**config.mk**
```make
export PLATFORM = sky130hd
export DESIGN_NAME = instruction_fetch_ctrl
export DESIGN_NICKNAME = d
export VERILOG_FILES = /design/src/rtl/instruction_fetch_ctrl.sv
export SDC_FILE = /design/constraint.sdc
export NUM_CORES = 1
export LEC_CHECK = 0
export BUFFER_PORTS_ARGS = -buffer_cell sky130_fd_sc_hd__buf_2
export CORE_MARGIN = 2
export CORE_UTILIZATION = 37
export CTS_BUF_LIST = sky130_fd_sc_hd__clkbuf_4 sky130_fd_sc_hd__clkbuf_8
export DETAILED_ROUTE_END_ITERATION = 12
export HOLD_SLACK_MARGIN = 0.05
export PLACE_DENSITY = 0.69
export REMOVE_ABC_BUFFERS = 1
export SKIP_CTS_REPAIR_TIMING = 1
export SYNTH_ARGS = -nofsm -noshare
export SYNTH_HDL_FRONTEND = slang
export SYNTH_SLANG_ARGS = --single-unit
```
**constraint.sdc**
```tcl
create_clock -name clk -period 4.5 [get_ports clk]
set_input_delay 0.675 -clock clk [delete_from_list [all_inputs] [get_ports clk]]
set_output_delay 0.675 -clock clk [all_outputs]
set_load 0.02 [all_outputs]
```
**src/rtl/instruction_fetch_ctrl.sv**
```systemverilog
// -----------------------------------------------------------------------------
// instruction_fetch_ctrl
//
// Sequential fetch from the single-cycle program ROM into a small prefetch
// FIFO that feeds decode through a valid/ready handshake. Owns the fetch PC,
// flushes and restarts on redirect, and traps misaligned (and optionally
// out-of-range) fetch addresses.
//
// Build option:
//   FETCH_BOUNDS_CHECK_EN  defined   -> fetches outside
//                                       [RESET_PC, RESET_PC + 4*MEMORY_DEPTH)
//                                       fault
//                          undefined -> only the alignment check applies and
//                                       fetch_pc wraps freely
//
// Ports:
//   clk            clock, rising edge
//   reset          asynchronous active-low reset
//   fetch_en_i     run request; 0 stops new fetches
//   redirect_i     one-cycle pulse: flush FIFO, restart at redirect_pc_i
//   redirect_pc_i  redirect target byte address
//   mem_addr_o     ROM byte address (registered fetch PC)
//   mem_instr_i    combinational ROM data for mem_addr_o
//   instr_valid_o  FIFO head valid
//   instr_ready_i  decode accepts the head this cycle
//   instr_o        head instruction (0 when empty)
//   pc_o           head PC (0 when empty)
//   fault_o        fetch fault latched
//   fault_addr_o   address that faulted
// -----------------------------------------------------------------------------
module instruction_fetch_ctrl #(
   parameter int                    DATA_WIDTH   = 32,
   parameter int                    MEMORY_DEPTH = 32,
   parameter logic [DATA_WIDTH-1:0] RESET_PC     = 32'h0040_0000,
   parameter int                    FIFO_DEPTH   = 2
) (
   input  logic                  clk,
   input  logic                  reset,
   input  logic                  fetch_en_i,
   input  logic                  redirect_i,
   input  logic [DATA_WIDTH-1:0] redirect_pc_i,
   output logic [DATA_WIDTH-1:0] mem_addr_o,
   input  logic [DATA_WIDTH-1:0] mem_instr_i,
   output logic                  instr_valid_o,
   input  logic                  instr_ready_i,
   output logic [DATA_WIDTH-1:0] instr_o,
   output logic [DATA_WIDTH-1:0] pc_o,
   output logic                  fault_o,
   output logic [DATA_WIDTH-1:0] fault_addr_o
);

   localparam int AW = (FIFO_DEPTH > 1) ? $clog2(FIFO_DEPTH) : 1;
   localparam logic [AW:0] FULL_C = (AW+1)'(FIFO_DEPTH);
   localparam logic [DATA_WIDTH-1:0] TEXT_BYTES = DATA_WIDTH'(4 * MEMORY_DEPTH);
`ifdef FETCH_BOUNDS_CHECK_EN
   localparam logic BOUNDS_EN = 1'b1;
`else
   localparam logic BOUNDS_EN = 1'b0;
`endif

   typedef enum logic [1:0] {IDLE, RUN, HALT, FAULT} state_t;

   state_t                state, state_nxt;
   logic [DATA_WIDTH-1:0] fetch_pc;
   logic [AW-1:0]         rd_ptr, wr_ptr;
   logic [AW:0]           count;
   logic [DATA_WIDTH-1:0] fifo_pc    [FIFO_DEPTH];
   logic [DATA_WIDTH-1:0] fifo_instr [FIFO_DEPTH];
   logic                  pop, push, pc_legal, fault_now;

   // Offset form of the range check avoids overflow of RESET_PC + TEXT_BYTES.
   function automatic logic addr_legal(input logic [DATA_WIDTH-1:0] a);
      logic aligned, in_range;
      aligned  = (a[1:0] == 2'b00);
      in_range = (a >= RESET_PC) && ((a - RESET_PC) < TEXT_BYTES);
      return aligned && (!BOUNDS_EN || in_range);
   endfunction

   assign instr_valid_o = (count != '0);
   assign pop           = instr_valid_o && instr_ready_i;
   assign pc_legal      = addr_legal(fetch_pc);
   assign push          = !redirect_i && (state == RUN) && fetch_en_i && pc_legal &&
                          ((count != FULL_C) || pop);
   assign fault_now     = !redirect_i && (state == RUN) && fetch_en_i && !pc_legal;

   assign mem_addr_o = fetch_pc;
   assign instr_o    = instr_valid_o ? fifo_instr[rd_ptr] : '0;
   assign pc_o       = instr_valid_o ? fifo_pc[rd_ptr]    : '0;

   // Next-state logic; redirect overrides everything.
   always_comb begin
      state_nxt = state;
      if (redirect_i) begin
         state_nxt = fetch_en_i ? RUN : HALT;
      end else begin
         unique case (state)
            IDLE:    if (fetch_en_i) state_nxt = RUN;
            RUN:     if (!fetch_en_i) state_nxt = HALT;
                     else if (!pc_legal) state_nxt = FAULT;
            HALT:    if (fetch_en_i) state_nxt = RUN;
            FAULT:   state_nxt = FAULT;
            default: state_nxt = IDLE;
         endcase
      end
   end

   // Control registers: state, fetch PC, FIFO pointers, fault capture.
   always_ff @(posedge clk or negedge reset) begin
      if (!reset) begin
         state        <= IDLE;
         fetch_pc     <= RESET_PC;
         rd_ptr       <= '0;
         wr_ptr       <= '0;
         count        <= '0;
         fault_o      <= 1'b0;
         fault_addr_o <= '0;
      end else begin
         state <= state_nxt;
         if (redirect_i) begin
            fetch_pc <= redirect_pc_i;
            rd_ptr   <= '0;
            wr_ptr   <= '0;
            count    <= '0;
            fault_o  <= 1'b0;
         end else begin
            if (push) begin
               fetch_pc <= fetch_pc + DATA_WIDTH'(4);
               wr_ptr   <= wr_ptr + AW'(1);
            end
            if (pop) rd_ptr <= rd_ptr + AW'(1);
            unique case ({push, pop})
               2'b10:   count <= count + (AW+1)'(1);
               2'b01:   count <= count - (AW+1)'(1);
               default: count <= count;
            endcase
            if (fault_now) begin
               fault_o      <= 1'b1;
               fault_addr_o <= fetch_pc;
            end
         end
      end
   end

   // FIFO storage: data only, validity is tracked by count.
   always_ff @(posedge clk) begin
      if (push) begin
         fifo_pc[wr_ptr]    <= fetch_pc;
         fifo_instr[wr_ptr] <= mem_instr_i;
      end
   end

endmodule
```
Word-level counts from Yosys, hierarchy flattened
Memory sizes are Yosys's and may differ from the RTL's.
Cells that the tools add are included.
{"block": "op_classes", "eq_ne": 8, "reduce_logical": 19, "addsub": 5, "n_bitwise": 1, "n_mux": 20}
{"operator": "two-way mux 32 bit", "n": 4}
{"operator": "adder 32 x 3 -> 32 bit, second input constant", "n": 1}
{"operator": "two-way mux 2 bit", "n": 6}
{"operator": "two-way mux 1 bit", "n": 8}
{"operator": "nonzero test 2 bit", "n": 4}
{"operator": "== test 2 bit, second input constant", "n": 3}
{"operator": "logical AND 1 bit", "n": 6}
{"operator": "one-hot mux 2 bit (3 select lines)", "n": 1}
{"operator": "== test 2 x 1 -> 1 bit, second input constant", "n": 2}
{"operator": "logical NOT 2 bit", "n": 2}
{"operator": "inequality test 4 bit, second input constant", "n": 1}
{"operator": "one-hot mux 2 bit (2 select lines)", "n": 1}
{"operator": "AND reduction 2 bit", "n": 2}
{"operator": "inequality test 3 x 1 -> 1 bit, second input constant", "n": 1}
{"operator": "nonzero test 3 bit", "n": 1}
{"operator": "adder 1 bit, second input constant", "n": 2}
{"operator": "adder 2 x 1 -> 2 bit, second input constant", "n": 1}
{"operator": "logical NOT 1 bit", "n": 2}
{"operator": "inequality test 2 bit, second input constant", "n": 1}
{"operator": "OR reduction 2 bit", "n": 1}
{"operator": "subtractor 2 x 1 -> 2 bit, second input constant", "n": 1}
{"operator": "logical OR 1 bit", "n": 1}
{"operator": "inverter 1 bit", "n": 1}
{"block": "word_totals", "n_memories": 2, "wordCells": 62, "regBits": 71, "ramBits": 128}
{"name": "fifo_instr", "words": 2, "width": 32, "rd": 1, "rd_ports_with_merged_regs": 0, "wr": 1, "line_no": "68", "source": "logic [DATA_WIDTH-1:0] fifo_instr [FIFO_DEPTH];"}
{"name": "fifo_pc", "words": 2, "width": 32, "rd": 1, "rd_ports_with_merged_regs": 0, "wr": 1, "line_no": "67", "source": "logic [DATA_WIDTH-1:0] fifo_pc [FIFO_DEPTH];"}

Logic depth before layout (Yosys ltp)
{"block": "depth", "ltp_word": 8, "depth_mapped": 8, "mapped_depth_nobuf": 6}

Worst setup path after synthesis
Ideal clock, no wire load.
{"block": "synth_timing", "path_kind": "in2reg", "start": "input redirect_i", "end": "memory fifo_instr[0][0] (enable)", "setup_time_ns": 0.486, "stages": 5, "t_required_ns": 4.014, "slack_ns": -0.152, "t_arrival_ns": 4.166, "cell_sequence": "buf_2 and4bb_2 nand3b_1 buf_2 nor2_1"}
{"block": "synth_via", "elab_chain_cells": 7}
{"element": "from (decl)", "line_no": "40", "source": "input logic redirect_i,"}
{"element": "logical NOT 1 bit", "line_no": "82", "source": "assign push = !redirect_i && (state == RUN) && fetch_en_i && pc_legal &&"}
{"element": "logical AND 1 bit (4 in a row)", "line_no": "82"}
{"element": "two-way mux 1 bit", "line_no": "146", "source": "if (push) begin"}
{"element": "two-way mux 1 bit (not written as such)", "line_no": "148", "source": "fifo_instr[wr_ptr] <= mem_instr_i;"}
{"element": "to (decl)", "line_no": "68"}
No other way between the ends.

Final worst setup path
{"block": "layout_timing", "start": "register count[0]", "end": "output pc_o[19]"}
{"block": "layout_via", "elab_chain_cells": 2}
{"element": "from (decl)", "line_no": "66", "source": "logic [AW:0] count;"}
{"element": "from (signal assigned)", "line_no": "132", "source": "2'b10: count <= count + (AW+1)'(1);"}
{"element": "from (signal assigned)", "line_no": "133", "source": "2'b01: count <= count - (AW+1)'(1);"}
{"element": "from (signal assigned)", "line_no": "134", "source": "default: count <= count;"}
{"element": "nonzero test 2 bit", "line_no": "79", "source": "assign instr_valid_o = (count != '0);"}
{"element": "two-way mux 32 bit", "line_no": "88", "source": "assign pc_o = instr_valid_o ? fifo_pc[rd_ptr] : '0;"}
{"element": "to (decl)", "line_no": "47", "source": "output logic [DATA_WIDTH-1:0] pc_o,"}
No other way between the ends.

==> impl_metrics.py <==
metrics = {
    "finish": {
        "syn_to_final_growth_pct": 20.4,
        "drive_above_1_share": 0.360,
        "num-fill-cells": 1985,
        "final_util": 0.455,
        "nets": 851,
        "final_area_um2": 9930,
        "n_antenna_cell": 0,
    },
    "clock_tree": {
        "clock-sinks": 199,
        "cts_root_buf": "clkbuf_8",
        "numCtsBuffers": 17,
        "clk_latency_ns": 0.46,
        "clockBufferDepth": 2,
        "cts_tree": "done",
        "cts.clk_slew.worst_paths_ns": 0.10,
        "cts_max_level": 4,
    },
    "placed_design": {
        "portBuffers": 198,
        "post_dp_cell_area_um2": 9520,
        "hpwlAfterDp_mm": 12.6,
        "place_ws_ns": 1.43,
        "gp_congestion": 0.761,
    },
    "grt": {
        "grt_pass1_vias": 5326,
        "overflow": 0,
        "antenna_found_initial": 0,
        "track_usage": 0.163,
        "grt_max_degree": 72,
        "grt_first_pass_wirelength_mm": 29.7,
    },
    "die": {
        "io_pins": 199,
        "fp.dieW_um": 153,
        "initial_core_util": 0.378,
        "dieArea_um2": 23500,
        "rows": 54,
        "design.core.area_um2": 21800,
        "die-height_um": 153,
    },
    "detailed_routing": {
        "drt_iter0_drc": 323,
        "drtPass1Iterations": 5,
        "route.detailed.wl_per_inst_um": 17.7,
        "postRouteAntennaNets": 0,
        "num_vias": 5389,
        "wl_mm": 19.0,
        "route.detailed.drc": 0,
        "vias_per_cell": 5.02,
    },
    "timing": {
        "hold_viol": 0,
        "fin_skew_ns": 0.0168,
        "max_slew_margin": 0.292,
        "setup_violations": 0,
        "worst_pin_slew_ns": 1.06,
        "fin_ws_ns": 1.36,
        "max_freq_ghz": 0.318,
        "slew_violations": 0,
        "fin_tns_setup_ns": 0,
        "rsz0062_at_grt": "no",
        "fin_crit_sh": 0.698,
        "period_needed_ns": 3.14,
    },
    "logic_synthesis": {
        "synth_area_um2": 8250,
        "async_reset_ff_frac": 0.357,
        "synth.area.top_cells": "edfxtp_1 47%, dfrtp_1 21%, mux2i_1 8.3%, mux2_2 4.4%, nor2_1 3.8%",
        "synth_top_flop_cell": "edfxtp_1",
        "avgSynthCellArea_um2": 14.0,
        "synth_top_area_share": 0.466,
        "synthCells": 588,
        "yosys_warnings": 0,
        "synth_edf_count": 128,
        "yosys.area.top_type": "edfxtp_1",
        "yosys_register_bits": 199,
        "synthDistinctLibCells": 53,
        "ys_seq_area_frac": 0.681,
    },
    "power": {
        "power.density_nw_per_um2": 396,
        "p_leak_uw": 0.00393,
        "vdd_ir_drop_max_v": 0.000185,
    },
    "setup_path": {
        "critical_path_class": "flip-flop to primary output",
        "crit_path_start_kind": "flip-flop",
        "worstPathArrival_ns": 2.47,
        "cp-end-kind": "primary output",
        "critPathMaxFanout": 36,
        "crit_required_ns": 3.83,
    },
    "status": {
        "status": "finished clean",
    },
    "worst_hold_path": {
        "hold_class": "input pin to asynchronous set/reset pin",
    },
    "job": {
        "drv_cap": 0,
    },
}
## power by group
part	total, µW	switching [µW]	internal [µW]
combinational	549	331	218
clock	1170	596	571
sequential	2210	123	2090
## path summary, 6_finish.rpt
check | startpoint | end | slack (ns) | cells after the start
min in group clk | mem_instr_i[9] | fifo_instr[0][9]$_DFFE_PP_ | 0.41 | 1
max reg2reg | state[1]$_DFFE_PN0P_ | fifo_pc[1][19]$_DFFE_PP_ | 2.02 | 4
min reg2reg | fault_addr_o[0]$_DFFE_PN0P_ | fault_addr_o[0]$_DFFE_PN0P_ | 0.49 | 2
max in group asynchronous | reset | rd_ptr$_DFFE_PN0P_ | 3.39 | 1
max | count[0]$_DFFE_PN0P_ | pc_o[19] | 1.36 | 4
min | reset | mem_addr_o[28]$_DFFE_PN0P_ | 0.36 | 1
## per-stage QoR
step                cells  hold slack [ns]  power (µW)
floorplan             558            0.379        2550
global placement     1042            0.462        2790
detailed placement   1042            0.468        2810
CTS                  1074            0.376        3970
global route         1074            0.374        4110
finish               1074            0.356        3930
## sequential cells by signal, summed over array words and instances, names as in the netlist
name / cells
count: 2
state: 2
mem_addr_o: 32
fifo_instr: 64
fifo_pc: 64
fault_addr_o: 32
rd_ptr: 1
fault_o: 1
wr_ptr: 1
## synth_stat cells, drive strengths merged (2+ instances only)
library cell and instances:
nor2 84, a22oi 2, xor2 3, buf 18, clkbuf 12, mux2 32, a221o 2, nor3 3
nand2 50, nor4 5, nor2b 3, a21oi 3, a211oi 2, a21o 2, mux2i 68, o21ai 14
dfrtp 70, o311ai 12, o211ai 19, nand3 16, and2 4, nand4 10, inv 5, edfxtp 128
a31oi 2
## critical path, cell delays in order (launching register included)
cell     delay, ns
dfrtp_1       0.46
nor2_4        0.78
buf_4         0.45
nor2_1        0.12
buf_2         0.17
## area by class of cell
| class | instances | area (µm²) | area share |
|---|---|---|---|
| multi-input cells | 354 | 2490 | 0.251 |
| clock buffers | 25 | 313 | 0.0315 |
| well taps | 280 | 350 | 0.0353 |
| repair buffers | 204 | 1040 | 0.105 |
| clock inverters | 7 | 95.1 | 0.00958 |
| flip-flops and latches | 199 | 5630 | 0.567 |
| inverters | 5 | 18.8 | 0.00189 |
## cells by family after synthesis
family	Yosys count	synth area share
AOI/OAI and AO/OA	64	0.0563
muxes	100	0.126
adders and majority gates	1	0.00152
DFF	199	0.681
xor gates and xnor gates	4	0.00425
and+or+nand+nor	185	0.110
buffers and inverters	35	0.0200
## per-layer routing
metal,GRT usage,part of all wire,up-vias
li1,-,-,2567
met1,0.219,0.44,2611
met2,0.267,0.49,197
met3,0.0357,0.060,14
met4,0.0454,0.010,0
met5,0,0,-
## cells in the final DEF (no fill, tap or decap), types with 2 or more instances in the layout
master	count
nor2_4	3
a211oi_1	2
o311ai_1	6
clkbuf_4	5
nor4_4	3
nand2_2	2
nor2b_1	3
inv_1	5
and2_1	3
clkbuf_8	20
a22oi_1	2
buf_4	7
bufinv_16	2
a21o_1	2
a21oi_1	3
nor4_1	2
nand3_2	2
a31oi_1	2
buf_2	197
xor2_1	3
dfrtp_1	69
nor3_1	3
edfxtp_1	128
o211ai_1	19
clkinv_4	2
nand4_1	9
a221o_1	2
nand3_1	14
clkinv_2	2
mux2_2	32
nor2_1	81
o21ai_0	13
mux2i_1	68
o311ai_0	6
nand2_1	48
Note: power is estimated with default switching activity, not from simulation.
